===== config.mk =====
export PLATFORM = sky130hd
export DESIGN_NAME = mem_ctrl_flat
export DESIGN_NICKNAME = d
export VERILOG_FILES = /design/src/rtl/mem_ctrl_pkg.sv /design/src/rtl/mem_ctrl_if.sv /design/src/rtl/mem_ctrl.sv /design/src/flat_wrapper.sv
export SDC_FILE = /design/constraint.sdc
export NUM_CORES = 1
export LEC_CHECK = 0
export CORE_MARGIN = 5
export CORE_UTILIZATION = 45
export DETAILED_ROUTE_END_ITERATION = 10
export GPL_ROUTABILITY_DRIVEN = 0
export PLACE_DENSITY = 0.71
export SLEW_MARGIN = 20
export SYNTH_ARGS = -nofsm -noshare
export SYNTH_HDL_FRONTEND = slang
export SYNTH_SLANG_ARGS = --single-unit

===== constraint.sdc =====
create_clock -name clk -period 10.75 [get_ports clk]
set_input_delay 1.6125 -clock clk [delete_from_list [all_inputs] [get_ports clk]]
set_output_delay 1.6125 -clock clk [all_outputs]
set_load 0.02 [all_outputs]

===== src/rtl/mem_ctrl_pkg.sv =====
// Shared constants for the byte-bus memory controller:
// access sizes, FSM encoding and a size-to-byte-count helper.
package mem_ctrl_pkg;

    localparam logic [1:0] SIZE_BYTE = 2'd0;
    localparam logic [1:0] SIZE_HALF = 2'd1;
    localparam logic [1:0] SIZE_WORD = 2'd2;

    typedef enum logic [1:0] {
        ST_IDLE  = 2'd0,
        ST_READ  = 2'd1,
        ST_WRITE = 2'd2
    } state_e;

    // Size code 3 is treated as a word.
    function automatic logic [2:0] size_to_n(input logic [1:0] size);
        logic [2:0] n;
        case (size)
            SIZE_BYTE: n = 3'd1;
            SIZE_HALF: n = 3'd2;
            default:   n = 3'd4;
        endcase
        return n;
    endfunction

endpackage


===== src/rtl/mem_ctrl_if.sv =====
// Bundle of the IF fetch port, MEM data port and byte RAM port.
// slave = controller side, master = surrounding pipeline/RAM side.
interface mem_ctrl_if #(
    parameter int ADDR_W = 32
);

    logic              if_en_i;
    logic [ADDR_W-1:0] if_addr_i;
    logic [7:0]        if_byte_o;
    logic              stall_o;

    logic              mem_req_i;
    logic              mem_we_i;
    logic [1:0]        mem_size_i;
    logic [ADDR_W-1:0] mem_addr_i;
    logic [31:0]       mem_wdata_i;
    logic [31:0]       mem_rdata_o;
    logic              mem_done_o;

    logic [ADDR_W-1:0] ram_addr_o;
    logic              ram_wr_o;
    logic [7:0]        ram_dout_o;
    logic [7:0]        ram_din_i;

    modport slave (
        input  if_en_i, if_addr_i,
        input  mem_req_i, mem_we_i, mem_size_i,
        input  mem_addr_i, mem_wdata_i,
        input  ram_din_i,
        output if_byte_o, stall_o,
        output mem_rdata_o, mem_done_o,
        output ram_addr_o, ram_wr_o, ram_dout_o
    );

    modport master (
        output if_en_i, if_addr_i,
        output mem_req_i, mem_we_i, mem_size_i,
        output mem_addr_i, mem_wdata_i,
        output ram_din_i,
        input  if_byte_o, stall_o,
        input  mem_rdata_o, mem_done_o,
        input  ram_addr_o, ram_wr_o, ram_dout_o
    );

endinterface


===== src/rtl/mem_ctrl.sv =====
// Byte-bus memory controller: arbitrates one byte-wide RAM port
// between IF fetch and serialised MEM loads/stores (MEM wins).
module mem_ctrl
    import mem_ctrl_pkg::*;
#(
    parameter int ADDR_W = 32
) (
    input  logic       clk,
    input  logic       rst,
    input  logic       rdy,
    mem_ctrl_if.slave  bus
);

    state_e            state_q, state_d;
    logic [2:0]        cnt_q, cnt_d;
    logic [2:0]        n_q, n_d;
    logic [ADDR_W-1:0] addr_q, addr_d;
    logic [31:0]       wdata_q, wdata_d;
    logic [31:0]       rdata_q, rdata_d;
    logic              done_q, done_d;
    logic [ADDR_W-1:0] last_addr_q, last_addr_d;

    logic              accept;
    logic [2:0]        rd_idx;
    logic [1:0]        cap_idx;
    logic [ADDR_W-1:0] ram_addr;
    logic              ram_wr;
    logic [7:0]        ram_dout;
    logic              stall;
    logic              unused_if_en;

    assign unused_if_en = bus.if_en_i;

    // Reset is folded in so stall stays low while held in reset.
    assign accept = rst & rdy & (state_q == ST_IDLE)
                  & bus.mem_req_i & ~done_q;

    // The final read step re-presents the last byte address.
    assign rd_idx  = (cnt_q == n_q) ? cnt_q - 3'd1 : cnt_q;
    assign cap_idx = 2'(cnt_q - 3'd1);

    always_ff @(posedge clk or negedge rst) begin
        if (!rst) begin
            state_q     <= ST_IDLE;
            cnt_q       <= '0;
            n_q         <= 3'd1;
            addr_q      <= '0;
            wdata_q     <= '0;
            rdata_q     <= '0;
            done_q      <= 1'b0;
            last_addr_q <= '0;
        end else begin
            state_q     <= state_d;
            cnt_q       <= cnt_d;
            n_q         <= n_d;
            addr_q      <= addr_d;
            wdata_q     <= wdata_d;
            rdata_q     <= rdata_d;
            done_q      <= done_d;
            last_addr_q <= last_addr_d;
        end
    end

    always_comb begin
        state_d = state_q;
        cnt_d   = cnt_q;
        n_d     = n_q;
        addr_d  = addr_q;
        wdata_d = wdata_q;
        rdata_d = rdata_q;
        done_d  = done_q;
        if (rdy) begin
            done_d = 1'b0;
            unique case (state_q)
                ST_IDLE: begin
                    if (accept) begin
                        addr_d  = bus.mem_addr_i;
                        wdata_d = bus.mem_wdata_i;
                        n_d     = size_to_n(bus.mem_size_i);
                        cnt_d   = '0;
                        if (bus.mem_we_i) begin
                            state_d = ST_WRITE;
                        end else begin
                            state_d = ST_READ;
                            rdata_d = '0;
                        end
                    end
                end
                ST_WRITE: begin
                    if (cnt_q == n_q - 3'd1) begin
                        state_d = ST_IDLE;
                        cnt_d   = '0;
                        done_d  = 1'b1;
                    end else begin
                        cnt_d = cnt_q + 3'd1;
                    end
                end
                ST_READ: begin
                    if (cnt_q != 3'd0) begin
                        rdata_d[{cap_idx, 3'b000} +: 8] = bus.ram_din_i;
                    end
                    if (cnt_q == n_q) begin
                        state_d = ST_IDLE;
                        cnt_d   = '0;
                        done_d  = 1'b1;
                    end else begin
                        cnt_d = cnt_q + 3'd1;
                    end
                end
                default: begin
                    state_d = ST_IDLE;
                    cnt_d   = '0;
                end
            endcase
        end
    end

    always_comb begin
        ram_addr = bus.if_addr_i;
        ram_wr   = 1'b0;
        ram_dout = '0;
        stall    = accept;
        unique case (state_q)
            ST_WRITE: begin
                ram_addr = addr_q + ADDR_W'(cnt_q);
                ram_wr   = rdy;
                ram_dout = wdata_q[{cnt_q[1:0], 3'b000} +: 8];
                stall    = 1'b1;
            end
            ST_READ: begin
                ram_addr = addr_q + ADDR_W'(rd_idx);
                stall    = 1'b1;
            end
            default: ;
        endcase
        // Frozen cycles keep the RAM looking at the last real address.
        if (!rdy) begin
            ram_addr = last_addr_q;
        end
    end

    assign last_addr_d = rdy ? ram_addr : last_addr_q;

    assign bus.ram_addr_o  = ram_addr;
    assign bus.ram_wr_o    = ram_wr;
    assign bus.ram_dout_o  = ram_dout;
    assign bus.stall_o     = stall;
    assign bus.if_byte_o   = bus.ram_din_i;
    assign bus.mem_rdata_o = rdata_q;
    assign bus.mem_done_o  = done_q;

endmodule


===== src/flat_wrapper.sv =====
// flat-port wrapper written by rule: the top's interface ports become plain ports
module mem_ctrl_flat import mem_ctrl_pkg::*;
#(
    parameter int ADDR_W = 32
)
  (clk, rst, rdy, bus_if_en_i, bus_if_addr_i, bus_mem_req_i, bus_mem_we_i, bus_mem_size_i, bus_mem_addr_i, bus_mem_wdata_i, bus_ram_din_i, bus_if_byte_o, bus_stall_o, bus_mem_rdata_o, bus_mem_done_o, bus_ram_addr_o, bus_ram_wr_o, bus_ram_dout_o);
  mem_ctrl_if #(.ADDR_W(ADDR_W)) bus_i ();
  input  logic clk;
  input  logic rst;
  input  logic rdy;
  input wire logic [$bits(bus_i.if_en_i)-1:0] bus_if_en_i;
  input wire logic [$bits(bus_i.if_addr_i)-1:0] bus_if_addr_i;
  input wire logic [$bits(bus_i.mem_req_i)-1:0] bus_mem_req_i;
  input wire logic [$bits(bus_i.mem_we_i)-1:0] bus_mem_we_i;
  input wire logic [$bits(bus_i.mem_size_i)-1:0] bus_mem_size_i;
  input wire logic [$bits(bus_i.mem_addr_i)-1:0] bus_mem_addr_i;
  input wire logic [$bits(bus_i.mem_wdata_i)-1:0] bus_mem_wdata_i;
  input wire logic [$bits(bus_i.ram_din_i)-1:0] bus_ram_din_i;
  output wire logic [$bits(bus_i.if_byte_o)-1:0] bus_if_byte_o;
  output wire logic [$bits(bus_i.stall_o)-1:0] bus_stall_o;
  output wire logic [$bits(bus_i.mem_rdata_o)-1:0] bus_mem_rdata_o;
  output wire logic [$bits(bus_i.mem_done_o)-1:0] bus_mem_done_o;
  output wire logic [$bits(bus_i.ram_addr_o)-1:0] bus_ram_addr_o;
  output wire logic [$bits(bus_i.ram_wr_o)-1:0] bus_ram_wr_o;
  output wire logic [$bits(bus_i.ram_dout_o)-1:0] bus_ram_dout_o;
  assign bus_i.if_en_i = bus_if_en_i;
  assign bus_i.if_addr_i = bus_if_addr_i;
  assign bus_i.mem_req_i = bus_mem_req_i;
  assign bus_i.mem_we_i = bus_mem_we_i;
  assign bus_i.mem_size_i = bus_mem_size_i;
  assign bus_i.mem_addr_i = bus_mem_addr_i;
  assign bus_i.mem_wdata_i = bus_mem_wdata_i;
  assign bus_i.ram_din_i = bus_ram_din_i;
  assign bus_if_byte_o = bus_i.if_byte_o;
  assign bus_stall_o = bus_i.stall_o;
  assign bus_mem_rdata_o = bus_i.mem_rdata_o;
  assign bus_mem_done_o = bus_i.mem_done_o;
  assign bus_ram_addr_o = bus_i.ram_addr_o;
  assign bus_ram_wr_o = bus_i.ram_wr_o;
  assign bus_ram_dout_o = bus_i.ram_dout_o;
  mem_ctrl #(.ADDR_W(ADDR_W)) u_core (.clk(clk), .rst(rst), .rdy(rdy), .bus(bus_i));
endmodule

==> metrics.txt <==
status complete, no violations; row cnt 46; Warnings, synthesis 0; clock-pin transition on the worst setup and hold timing paths about 0.060 ns; CTS H-tree depth 4; Post-layout nets about 960; Yosys cell types 56; critical path required time 9.14 ns; fin crit share 0.6418; Post-Route Skew 0.009847 ns; Pre-Repair DR Iteration Count 5; Register Area 3430 um^2; # fillers ~1300; initial antenna violation count 0; CTS tree done; max-cap check violation count 0; largest net degree at the start of global routing 75; Worst Setup End Kind primary output; Syn Inst Count approximately 650; RSZ-0062 raised after global routing no; Slew Viols, Final 0; min Tclk post-route 6.899 ns; Worst-Margin Slew 0.9490 ns; first-pass GRT wire length just over 30 mm; commonest non-fill, non-tap cell in the layout clkdlybuf4s50_1; max layer used met4; number of port buffers a little under 200; gr ovfl total 0; final wirelength around 19 mm; initial DRC count 309; height of the die 136.1 um; layout cells sized above 1 0.1481; Die X 136.1 um; synthesis-stage register bit count between 100 and 150; dpl hpwl between 10 and 15 mm; cts repair resizes 0; # hold bufs at CTS 0; average cell area after synthesis about 11 um^2; Worst-Skew Late Latency ~0.41 ns; met1 WL 8.110 mm; LEAKAGE 3.951 nW; Setup Buffers After CTS 0; Worst Hold Margin approximately 0.48 ns; final hold violations 0; clock sinks roughly 140; WP data arrival ~5.3 ns; Worst Hold Class register to register; most common flop cell mapped by yosys dfrtp_1; vias per cell between 5 and 6; hold path cells 1; vias roughly 5700; Total Neg Setup Slack 0 ns; Startpoint Class register; Synth-to-Final Area Change 37.10%; synthesized cell area 7156 um^2; multi-input logic area around 3400 um^2; Worst IR Drop VDD 0.1345 mV; critical path peak fanout 16; maximum clock insertion buffer count 2; detailed route wirelength on metal3 ~800 um; final setup vio count 0; TritonCTS Buffers 17; antenna cells 0; asr flop ratio synth 1.000; DRC viols 0; sequential share of the synthesized area 0.4793; core area 15770 um^2; vias in the first global route between 6000 and 7000; worst setup path class register to primary output; total length of routed met2 wires roughly 9.6 mm; R2R cell count 12; Relative slew margins 0.3673; Worst R2R Setup Slack 6.47 ns; post-route ant nets 0; commonest non-fill, non-tap cells in the layout clkdlybuf4s50_1 (192), dfrtp_1 (136), mux2_2 (62), nand2_1 (54), o21ai_0 (51); Synthesized Nets approximately 780; Power Density between 200 and 300 nW/um^2; Initial Util 0.4537; wire length per cell ~18 um; EDFF count, synth 0; # IOs slightly below 200; Total GRT Usage 0.2128; Max Freq roughly 0.14 GHz; Root Driver clkbuf_16; Die ar. 18520 um^2
## worst max-delay path, cell delays in order (launching register included)
cell and delay (ns):
dfrtp_1 0.96, xor2_1 0.18, or3_1 0.47, or2_2 0.34, nand2_1 0.09, o21ai_0 0.10, ha_1 0.29, a21oi_1 0.08
o2bb2ai_1 0.64, buf_4 0.30, nand3_1 0.17, o311ai_1 0.41, o31a_1 0.19, clkdlybuf4s50_1 0.65
## routing by layer
layer	GRT usage	vias to the layer above
met5	0	-
met4	0.08399	0
met3	0.03960	35
met2	0.3533	155
met1	0.2760	2839
li1	-	2665
## path summary, 6_finish.rpt
path	startpoint	to
worst max-delay path	u_core.cnt_q[0]$_DFFE_PN0P_	bus_ram_addr_o[31]
worst min-delay path	u_core.last_addr_q[8]$_DFFE_PN0P_	u_core.last_addr_q[8]$_DFFE_PN0P_
worst max register to register	u_core.cnt_q[0]$_DFFE_PN0P_	u_core.last_addr_q[31]$_DFFE_PN0P_
worst min register to register	u_core.last_addr_q[8]$_DFFE_PN0P_	u_core.last_addr_q[8]$_DFFE_PN0P_
max in group asynchronous	rst	u_core.last_addr_q[1]$_DFFE_PN0P_
min in group asynchronous	rst	u_core.wdata_q[1]$_DFFE_PN0P_
## through the flow
| step | util | instance area [um^2] | setup slack [ns] | std cells | total power, mW |
|---|---|---|---|---|---|
| final | 0.6221 | 9811 | 3.851 | 1060 | 2.604 |
| after global routing | 0.6221 | 9811 | 3.486 | 1060 | 2.769 |
| after CTS | 0.6213 | 9798 | 3.839 | 1060 | 2.626 |
| after detailed placement | 0.5844 | 9216 | 4.305 | 1028 | 2.044 |
| after global placement | 0.5844 | 9216 | 4.408 | 1028 | 2.001 |
| after floorplan | - | 7156 | 5.719 | 653 | 1.594 |
## flip-flops by register name, summed over array words and instances (netlist names)
register,flops
u_core.wdata_q,32
u_core.addr_q,32
u_core.bus.mem_done_o,1
u_core.n_q,3
u_core.state_q,2
u_core.cnt_q,3
u_core.last_addr_q,32
u_core.bus.mem_rdata_o,32
## cell families (layout without fill, tap and decap cells)
family,count (synthesis),after routing,share of synthesized area
adder cells (fa/ha/maj),14,14,0.02553
AND/OR/NAND/NOR,143,143,0.1079
multiplexers,108,108,0.1759
flip-flops,137,137,0.4793
buffers and inverters,91,282,0.05421
XOR/XNOR,33,33,0.04249
AO/OA/AOI/OAI,127,127,0.1147
## power breakdown
group          total [mW]  internal, mW  switching, mW
sequential          0.889         0.736          0.154
combinational        1.14         0.568          0.576
clock               0.571         0.353          0.217
## synthesized netlist by cell type, types with 12 or more instances
cell type  instances  area share
dfrtp_1          136        0.48
mux2_2            62       0.098
nand2_1           54       0.028
o21ai_0           51       0.036
inv_1             49       0.026
mux2i_1           38       0.053
clkbuf_1          21       0.011
a22oi_1           17       0.018
xor2_1            17       0.021
nand3_1           15       0.010
xnor2_1           15       0.018
and2_1            13       0.011
ha_1              13       0.023
a21oi_1           12      0.0084
## layout make-up
class / count / area share
Clock inverter: 11 / 0.01237
Sequential cell: 137 / 0.3496
Tap cell: 216 / 0.02755
Clock buffer: 21 / 0.04693
Multi-Input combinational cell: 425 / 0.3417
Timing Repair Buffer: 201 / 0.2032
Inverter: 49 / 0.01875
No activity file was read; power rests on OpenSTA's default activity.
